File: config.mk
export PLATFORM = sky130hd
export DESIGN_NAME = popcount_frame_accumulator
export DESIGN_NICKNAME = d
export VERILOG_FILES = /design/src/rtl/popcount_frame_accumulator.sv
export SDC_FILE = /design/constraint.sdc
export NUM_CORES = 1
export LEC_CHECK = 0
export BUFFER_PORTS_ARGS = -buffer_cell sky130_fd_sc_hd__buf_2
export CAP_MARGIN = 20
export CORE_ASPECT_RATIO = 0.7
export CORE_MARGIN = 2
export CORE_UTILIZATION = 30
export DETAILED_ROUTE_END_ITERATION = 7
export SYNTH_ARGS = -nofsm -noshare
export SYNTH_HDL_FRONTEND = slang
export SYNTH_SLANG_ARGS = --single-unit
File: constraint.sdc
create_clock -name clk -period 3 [get_ports clk]
set_clock_uncertainty 0.15 [all_clocks]
set_input_delay 0 -clock clk [delete_from_list [all_inputs] [get_ports clk]]
set_output_delay 0 -clock clk [all_outputs]
set_load 0.01 [all_outputs]
File: src/rtl/popcount_frame_accumulator.sv
// rtl/popcount_frame_accumulator.sv - per-word popcount with saturating frame accumulation
//
// Purpose:
//    Counts set bits (or clear bits when count_zeros=1) in every accepted
//    input word. Per-word counts are summed over a frame that ends on
//    in_last, and the frame total is offered on a valid/ready result port.
//    A registered per-word count is also exported.
//
// Ports:
//    clk, rst      clock (rising edge), asynchronous active-high reset
//    clear         synchronous frame abort (drops partial frame or held result)
//    count_zeros   0 = count ones, 1 = count zeros; sampled on each accepted beat
//    in_valid/in_ready/in_data/in_last   input word stream
//    word_valid/word_count               one-cycle pulse with last word's count
//    out_valid/out_ready                 frame result handshake
//    out_count/out_beats/out_sat         frame total, beat count, saturation flag
module popcount_frame_accumulator #(
   parameter int WIDTH  = 8,
   parameter int CNT_W  = $clog2(WIDTH + 1),
   parameter int ACC_W  = 16,
   parameter int BEAT_W = 8
) (
   input  logic              clk,
   input  logic              rst,
   input  logic              clear,
   input  logic              count_zeros,
   input  logic              in_valid,
   input  logic [WIDTH-1:0]  in_data,
   input  logic              in_last,
   output logic              in_ready,
   output logic              word_valid,
   output logic [CNT_W-1:0]  word_count,
   output logic              out_valid,
   output logic [ACC_W-1:0]  out_count,
   output logic [BEAT_W-1:0] out_beats,
   output logic              out_sat,
   input  logic              out_ready
);

   typedef enum logic {
      ST_ACCUM = 1'b0,
      ST_HOLD  = 1'b1
   } state_t;

   state_t             r_state;
   state_t             w_state_next;

   logic [ACC_W-1:0]   r_acc;
   logic [BEAT_W-1:0]  r_beats;
   logic               r_sat;
   logic               r_word_valid;
   logic [CNT_W-1:0]   r_word_count;
   logic [ACC_W-1:0]   r_out_count;
   logic [BEAT_W-1:0]  r_out_beats;
   logic               r_out_sat;
   // Holds in_ready low during reset and releases it one edge after rst falls.
   logic               r_rdy_en;

   logic               w_accept;
   logic [WIDTH-1:0]   w_word;
   logic [CNT_W-1:0]   w_pc;
   logic [ACC_W:0]     w_sum;
   logic [ACC_W-1:0]   w_sum_sat;
   logic               w_sat_next;
   logic [BEAT_W-1:0]  w_beats_inc;

   assign in_ready   = r_rdy_en && (r_state == ST_ACCUM);
   assign out_valid  = (r_state == ST_HOLD);
   assign w_accept   = in_valid && in_ready;

   assign word_valid = r_word_valid;
   assign word_count = r_word_count;
   assign out_count  = r_out_count;
   assign out_beats  = r_out_beats;
   assign out_sat    = r_out_sat;

   assign w_word = count_zeros ? ~in_data : in_data;

   always_comb begin
      w_pc = '0;
      for (int i = 0; i < WIDTH; i++) begin
         w_pc = w_pc + CNT_W'(w_word[i]);
      end
   end

   // One guard bit catches overflow: acc and pc are each at most 2^ACC_W-1.
   assign w_sum       = {1'b0, r_acc} + (ACC_W + 1)'(w_pc);
   assign w_sum_sat   = w_sum[ACC_W] ? {ACC_W{1'b1}} : w_sum[ACC_W-1:0];
   assign w_sat_next  = r_sat | w_sum[ACC_W];
   assign w_beats_inc = (&r_beats) ? r_beats : r_beats + BEAT_W'(1);

   always_ff @(posedge clk or posedge rst) begin
      if (rst) begin
         r_state <= ST_ACCUM;
      end else begin
         r_state <= w_state_next;
      end
   end

   always_comb begin
      w_state_next = r_state;
      case (r_state)
         ST_ACCUM: begin
            if (!clear && w_accept && in_last) begin
               w_state_next = ST_HOLD;
            end
         end
         ST_HOLD: begin
            if (clear || out_ready) begin
               w_state_next = ST_ACCUM;
            end
         end
         default: w_state_next = ST_ACCUM;
      endcase
   end

   always_ff @(posedge clk or posedge rst) begin
      if (rst) begin
         r_rdy_en     <= 1'b0;
         r_acc        <= '0;
         r_beats      <= '0;
         r_sat        <= 1'b0;
         r_word_valid <= 1'b0;
         r_word_count <= '0;
         r_out_count  <= '0;
         r_out_beats  <= '0;
         r_out_sat    <= 1'b0;
      end else begin
         r_rdy_en     <= 1'b1;
         // The per-word count reports every accepted beat, even one discarded by clear.
         r_word_valid <= w_accept;
         if (w_accept) begin
            r_word_count <= w_pc;
         end

         if (r_state == ST_ACCUM) begin
            if (clear) begin
               r_acc   <= '0;
               r_beats <= '0;
               r_sat   <= 1'b0;
            end else if (w_accept) begin
               if (in_last) begin
                  r_out_count <= w_sum_sat;
                  r_out_beats <= w_beats_inc;
                  r_out_sat   <= w_sat_next;
                  r_acc       <= '0;
                  r_beats     <= '0;
                  r_sat       <= 1'b0;
               end else begin
                  r_acc   <= w_sum_sat;
                  r_beats <= w_beats_inc;
                  r_sat   <= w_sat_next;
               end
            end
         end
      end
   end

endmodule

After elaboration in Yosys (flattened, before gate mapping) --
Index checks and enable logic that the tools add are counted.
Word-level totals: bits in registers 57, logic and storage cells 48
Operators by class: add/subtract/negate cells 9, muxes and demuxes 15, bitwise logic cells 4, reductions and logical operators 10
Operators with widths (number):
- $mux W16 | 4
- $mux W8 | 5
- $add A16 B4 Y17 | 1
- $add A4 B1 Y4 | 4
- $add A8 B1 Y8 const B | 1
- $not A8 Y8 | 1
- $reduce_and A8 Y1 | 1
- $mux W1 | 5
- $add A3 B1 Y4 | 1
- $logic_and A1 B1 Y1 | 4
- $reduce_and A4 Y1 | 1
- $add A2 B1 Y3 | 1
- $add A1 B1 Y2 | 1
- $not A1 Y1 | 2
- $pmux W1 S2 | 1
- $reduce_and A2 Y1 | 1
- $reduce_bool A2 Y1 | 1
- $logic_not A1 Y1 | 1
- $logic_or A1 B1 Y1 | 1
- $or A1 B1 Y1 | 1

Logic depth before layout (Yosys ltp) --
Gate-level depths: netlist (run 1).
depth in word-level cells 14, mapped depth 17, gate-level depth less buffers 15

Worst setup path before layout (run 1) --
No wires, ideal clock.
path type in2reg, start input port count_zeros, end register r_acc[10], setup time 0.122 ns, arrival time 4.330 ns, slack -1.601 ns, cell stages on the path 16, path buffers 1, cell sequence clkbuf_1 xor2_1 fa_1 fa_1 inv_1 fa_1 inv_1 ha_1 fa_1 inv_1 fa_1 nand2b_2 a211oi_2 and3_2 o21ai_0 o2bb2ai_1
Between the ends: word-level cells in the longest chain between the ends 13
Ends and longest elaborated chain:
- start: declaration | line 26 | input logic count_zeros,
- $mux W8 (*) | line 77 | assign w_word = count_zeros ? ~in_data : in_data;
- $add A1 B1 Y2 | line 82 | w_pc = w_pc + CNT_W'(w_word[i]);
- $add A2 B1 Y3 | line 82
- $add A3 B1 Y4 | line 82
- $add A4 B1 Y4 (3 in a row) | line 82
- $add A4 B1 Y4 (*) | line 82
- via w_pc[1] | line 61 | logic [CNT_W-1:0] w_pc;
- $add A16 B4 Y17 (*) | line 87 | assign w_sum = {1'b0, r_acc} + (ACC_W + 1)'(w_pc);
- $mux W16 (*) | line 88 | assign w_sum_sat = w_sum[ACC_W] ? {ACC_W{1'b1}} : w_sum[ACC_W-1:0];
- $mux W16 (*) | line 142 | if (in_last) begin
- $mux W16 (*) | line 141 | end else if (w_accept) begin
- $mux W16 (*) | line 137 | if (clear) begin
- end signal: assignment | line 150 | r_acc <= w_sum_sat;
- end: declaration | line 48 | logic [ACC_W-1:0] r_acc;
Mark *: on every way through the listed nets, which the timed path passes. The rest lies on a longest branch. The select of a mux whose other input is x is not followed. A chain may end at the register's enable or synchronous reset.

Worst setup path after layout (run 1) --
start input port in_data[3], end register r_out_count[14] (netlist: out_count[14])
Between the ends: word-level cells in the longest chain between the ends 9
Ends and longest elaborated chain:
- start: declaration | line 28 | input logic [WIDTH-1:0] in_data,
- $not A8 Y8 | line 77
- $mux W8 (*) | line 77
- $add A3 B1 Y4 (*) | line 82
- $add A4 B1 Y4 (*) (4 in a row) | line 82
- via w_pc[1] | line 61
- $add A16 B4 Y17 (*) | line 87
- $mux W16 (*) | line 88
- end signal: assignment | line 143 | r_out_count <= w_sum_sat;
- end: declaration | line 53 | logic [ACC_W-1:0] r_out_count;
Mark *: on every way through the listed nets, which the timed path passes. The rest lies on a longest branch.

==> results.md, run 1 <==
* Status: finished with violations
* Failing checks: setup timing
* Fin crit period at 3.81 ns
* YS warnings at 0
* Residual DRC count at 0
* Post-Syn Area at around 3200 um2
* Top cells by count, synth: dfrtp_1 (57), nand2_1 (33), o21ai_0 (29)
* Fin. Hold Viols at 0
* Fraction of registers with async set/reset at 1.00
* Clock sinks at between 50 and 60
* Initial Util at 0.309
* Slew @ Worst Pin at approximately 1.1 ns
* First-pass GRT wire length at 12600 um
* Largest cells by area after synthesis: dfrtp_1 (44%), o21ai_0 (4.5%), a21oi_1 (4.0%)
* CTS root buf: clkbuf_16
* I/O pin count at 47
* Area Growth Syn to Fin at 38.3%
* TritonCTS clock tree: yes
* Most common cell in the netlist: dfrtp_1
* Row Count at 31
* Max-cap viol count at 0
* Switching share of power at 0.293
* Clk network pwr share at 0.393
* Routed WL per cell at 14.5 um
* WL final at 7800 um
* Core Box Area at 10400 um2
* Syn Inst Count at 325
* # diodes at 0
* Psw at 832 uW
* Part of the power in registers at 0.320
* Post-route ant nets at 0
* Clock Path Buffers at 2
* Worst Path Max Fanout at 5
* Total GRT Usage at 0.141
* Total power at 2.84 mW
* Final hold slack at just over 0.06 ns
* FILL cells at ~990
* Pre-CTS setup slack at -1.25 ns
* Pwr Density at roughly 640 nW/um2
* Maximum vdd drop at about 350 uV
* CP startpoint kind: input pin
* Mapped Nets at 353
* Hold Crit Class: input pin to register
* Clock H-tree levels at 3
* Internal power at 2.01 mW
* Largest net degree at the start of global routing at 28
* Die span in x at 128 um
* Initial antenna violation count at 0
* Input/output buffers at 46
* Finished Core Util at 0.428
* Initial DRC Count at 79
* Via density at 4.78
* Setup Crit Path Kind: input pin to register
* EDFF count, synth at 0
* Slew Limit Fails at 0
* Critical Path RT at 3.07 ns
* Synth cell types at between 50 and 60
* Endpoints failing setup at 34
* Fin nets at 431
* Setup crit end kind: register
* CP Data Arrival Time at 3.88 ns
* Flops & latches, synth at between 50 and 60
* Relative slew margins at 0.283
* RePlAce Congestion at 0.774
* Syn Area/Cell at 9.90 um2
* Layout cells sized above 1 at 0.400
* Primary FF master, synth: dfrtp_1
* DP HPWL at around 5300 um
* Area after DPL at between 3000 and 4000 um2
* Leakage power at 2.00 nW
* Yosys top cell by area: dfrtp_1
* Logic pwr share at 0.287
* Die Height at 90.6 um
* Via Count at between 2000 and 3000
* Unrepaired setup endpoints after global routing: true
* 1st-pass router iterations at 4
* Total CTS buffers at 9
* Vias in the first global route at 2462
* Post-synth top area share at 0.443
* Max frequency at 263 MHz
* Final instance area at between 4000 and 5000 um2
* Tcrit/Tclk final at 1.27
* PnR worst setup slack at -0.809 ns
* Clk slew on worst S/H paths at roughly 0.05 ns
* Die footprint at roughly 12000 um2
* Register area share after synthesis at 0.443
* Clk_lat worst skew at around 0.33 ns
* GRT overflow at 0
[metrics by stage]
stage                     cells  setup TNS (ns)
after floorplan             325          -33.04
final                       540          -24.80
after global routing        540          -28.17
after detailed placement    511          -39.46
after CTS                   536          -25.37
after global placement      511          -37.00
[layout make-up]
cell class              instances  area, um2  share of cell area
multi-input cells             236       1910               0.429
inverters                      18       67.6              0.0152
repair buffers                 81        551               0.124
clock inverters                 6       91.3              0.0205
flip-flops and latches         57       1430               0.321
well taps                     132        165              0.0371
clock buffers                  10        239              0.0537
[flip-flops by register name (all words and copies together) (netlist names)]
signal,cells
out_beats,8
out_count,16
out_sat,1
out_valid,1
r_acc,16
r_beats,8
r_rdy_en,1
r_sat,1
word_count,4
word_valid,1
[cells in the final DEF, fill, tap and decap left out, types with 6 or more instances in the layout]
cell type   n
dfrtp_1    57
buf_6      10
nor2_1     17
a21o_1      6
inv_1      16
a21oi_1    16
o21ai_2     7
o21ai_0    21
nand2_1    32
buf_4      23
buf_2      43
and3_4      8
xor2_1      6
clkbuf_16   9
o21ai_1    10
a21oi_2    17
a31oi_1     6
[metal layers]
layer  track usage  wire length (um)
met5             0                 0
met4        0.0449                70
met3        0.0521               315
met2         0.201              3470
met1         0.198              3950
[worst max-delay path, cell delays in order]
cell and delay [ns]:
buf_6 0.09, xor2_2 0.17, fa_1 0.50, fa_1 0.50, inv_1 0.05, fa_1 0.47, inv_1 0.04, ha_2 0.18
fa_1 0.52, inv_2 0.05, fa_2 0.33, nand2b_4 0.18, a21oi_4 0.23, buf_6 0.13, and3_4 0.19, mux2i_1 0.18
o21ai_1 0.07
[power by group through the flow]
stage	clock, mW	combinational (mW)	sequential [mW]
after floorplan	0	0.401	0.953
after global placement	0	0.678	0.917
after detailed placement	0	0.690	0.922
after CTS	1.14	0.708	0.910
after global routing	1.18	0.901	0.922
final	1.12	0.815	0.909
[path summary, 6_finish.rpt]
kind	startpoint	endpoint	slack [ns]	cells past startpoint
setup reg to reg	out_valid$_DFF_PP0_	r_beats[4]$_DFFE_PP0P_	0.73	4
max in group asynchronous	rst	out_count[0]$_DFFE_PP0P_	1.85	4
min in group asynchronous	rst	out_count[10]$_DFFE_PP0P_	0.14	3
setup / recovery	in_data[3]	out_count[14]$_DFFE_PP0P_	-0.81	17
hold / removal	clear	out_count[0]$_DFFE_PP0P_	0.06	4
hold reg to reg	word_count[0]$_DFFE_PP0P_	word_count[0]$_DFFE_PP0P_	0.33	2
[logic make-up (layout without fill, tap and decap cells)]
family / Yosys count / in the layout / synth area share
fa+ha+maj: 13 / 13 / 0.0622
buf+inv: 33 / 115 / 0.0533
xor+xnor: 19 / 19 / 0.0517
compound gates: 106 / 106 / 0.215
simple gates: 91 / 92 / 0.156
mux: 5 / 5 / 0.0163
other cells: 1 / 1 / 0.00117
flops: 57 / 57 / 0.443
[what timing repair did]
| action | 4_1_cts | 5_1_grt |
|---|---|---|
| hold buffers | 5 | 0 |
| buffers inserted | 4 | 3 |
| pin swaps | 13 | 24 |
| gates cloned | 0 | 1 |
| setup endpoints to repair | 34 | 34 |
| hold endpoints to repair | 31 | 0 |
| gates resized for setup | 24 | 30 |
No activity file was read; power rests on OpenSTA's default activity.
==> run 2: changes to the inputs <==
--- a/config.mk
+++ b/config.mk
@@ -11,6 +11,7 @@
 export CORE_MARGIN = 2
 export CORE_UTILIZATION = 30
 export DETAILED_ROUTE_END_ITERATION = 7
+export MAX_ROUTING_LAYER = met4
 export SYNTH_ARGS = -nofsm -noshare
 export SYNTH_HDL_FRONTEND = slang
 export SYNTH_SLANG_ARGS = --single-unit
==> results.md, run 2 (synthesized netlist as in run 1, its figures left out) <==
* Status: finished with violations
* Failing checks: setup timing
* DP HPWL at 5310 um
* Initial Util at 0.309
* Row Count at 31
* Clock H-tree levels at 3
* Tcrit/Tclk final at 1.27
* Routed WL per cell at 14.5 um
* Setup crit end kind: register
* Residual DRC count at 0
* TritonCTS clock tree: yes
* GRT overflow at 0
* Leakage power at roughly 2.0 nW
* CP startpoint kind: input pin
* Input/output buffers at 46
* Max-cap viol count at 0
* Total CTS buffers at 9
* Post-route ant nets at 0
* Initial antenna violation count at 0
* Area after DPL at approximately 3700 um2
* Setup Crit Path Kind: input pin to register
* Layout cells sized above 1 at 0.400
* Reg2reg start: out_valid$_DFF_PP0_
* Fin nets at 431
* # diodes at 0
* Post-Layout Cell Count at 540
* Slew Limit Fails at 0
* Final instance area at 4450 um2
* WL final at approximately 7800 um
* Clock Path Buffers at 2
* Beginning of the critical path: in_data[3]
* Fin crit period at 3.81 ns
* Clk_lat worst skew at between 0.3 and 0.4 ns
* Final setup TNS at -24.86 ns
* Commonest non-fill, non-tap cell in the layout: dfrtp_1
* Max frequency at about 260 MHz
* Initial DRC Count at 98
* Hold Crit Start: clear
* Largest net degree at the start of global routing at 28
* PnR worst setup slack at -0.810 ns
* Relative slew margins at 0.288
* Slew @ Worst Pin at 1.07 ns
* Fin. Hold Viols at 0
* Maximum vdd drop at approximately 350 uV
* Total GRT Usage at 0.145
* Core Box Area at 10400 um2
* Via density at 4.81
* First-pass GRT wire length at 12500 um
* Worst Path Max Fanout at 5
* CP Data Arrival Time at 3.88 ns
* Unrepaired setup endpoints after global routing: true
* Area Growth Syn to Fin at 38.3%
* Die span in x at between 100 and 150 um
* Endpoints failing setup at 34
* Vias in the first global route at 2463
* Clock sinks at 57
* CTS root buf: clkbuf_16
* Finished Core Util at 0.428
* Die Height at ~90 um
* Most frequent cells in the layout: dfrtp_1 (57), buf_2 (43), nand2_1 (32)
* Via Count at 2600
* Die footprint at 11600 um2
* Critical Path RT at 3.07 ns
* Hold Crit Class: input pin to register
* 1st-pass router iterations at 4
* Clk slew on worst S/H paths at 0.05 ns
* Pwr Density at 638 nW/um2
* RePlAce Congestion at 0.785
* Placed Cells at 511
* I/O pin count at 47
## run 2: critical path, stage by stage
cell	delay [ns]
buf_6	0.09
xor2_2	0.17
fa_1	0.50
fa_1	0.50
inv_1	0.05
fa_1	0.47
inv_1	0.04
ha_2	0.18
fa_1	0.52
inv_2	0.05
fa_2	0.33
nand2b_4	0.18
a21oi_4	0.23
buf_6	0.13
and3_4	0.19
mux2i_1	0.18
o21ai_1	0.07
## run 2: path summary, 6_finish.rpt
kind / slack [ns] / cells past startpoint / end
max in group asynchronous: 1.85 / 4 / out_count[0]$_DFFE_PP0P_
worst min-delay path: 0.06 / 4 / out_count[0]$_DFFE_PP0P_
min in group asynchronous: 0.14 / 3 / out_count[10]$_DFFE_PP0P_
worst min register to register: 0.33 / 2 / word_count[0]$_DFFE_PP0P_
worst max register to register: 0.74 / 4 / r_beats[4]$_DFFE_PP0P_
worst max-delay path: -0.81 / 17 / out_count[14]$_DFFE_PP0P_
## run 2: layout make-up
cell class | count | area (um2)
Timing Repair Buffer | 81 | 551
Sequential cell | 57 | 1430
Inverter | 18 | 67.6
Tap cell | 132 | 165
Clock inverter | 6 | 91.3
Fill cell | 991 | 5950
Clock buffer | 10 | 239
Multi-Input combinational cell | 236 | 1910
## run 2: per-layer routing
metal  vias up  track usage  routed length (um)  share of wire
met4         0       0.0449                  67         0.0085
met2        44        0.201                3490           0.44
met3         8       0.0498                 301          0.038
li1       1296            -                   -              -
met5         -            -                   0              0
met1      1252        0.199                3990           0.51
## run 2: metrics by stage
step           setup slack [ns]  hold WS (ns)  power (mW)
2_1_floorplan             -1.09       -0.0637        1.35
3_3_place_gp              -1.16       -0.0450        1.59
3_5_place_dp              -1.25       -0.0397        1.61
4_1_cts                  -0.816        0.0578        2.76
5_1_grt                  -0.907         0.113        3.00
6_report                 -0.810        0.0571        2.84
## run 2: timing repair
item | CTS | global route
setup buffers | 4 | 3
cloned | 0 | 1
resized for setup | 24 | 30
pin swaps | 13 | 24
endpoints found under the setup margin | 34 | 34
hold buffers | 5 | 0
endpoints found under the hold margin | 31 | 0
## run 2: report_power, final
group | leakage, nW | total (mW) | internal [mW] | switching [mW]
Clock | 0.151 | 1.11 | 0.749 | 0.364
Combinational | 1.09 | 0.817 | 0.401 | 0.416
Sequential | 0.758 | 0.910 | 0.857 | 0.0521
Total | 2.00 | 2.84 | 2.01 | 0.832
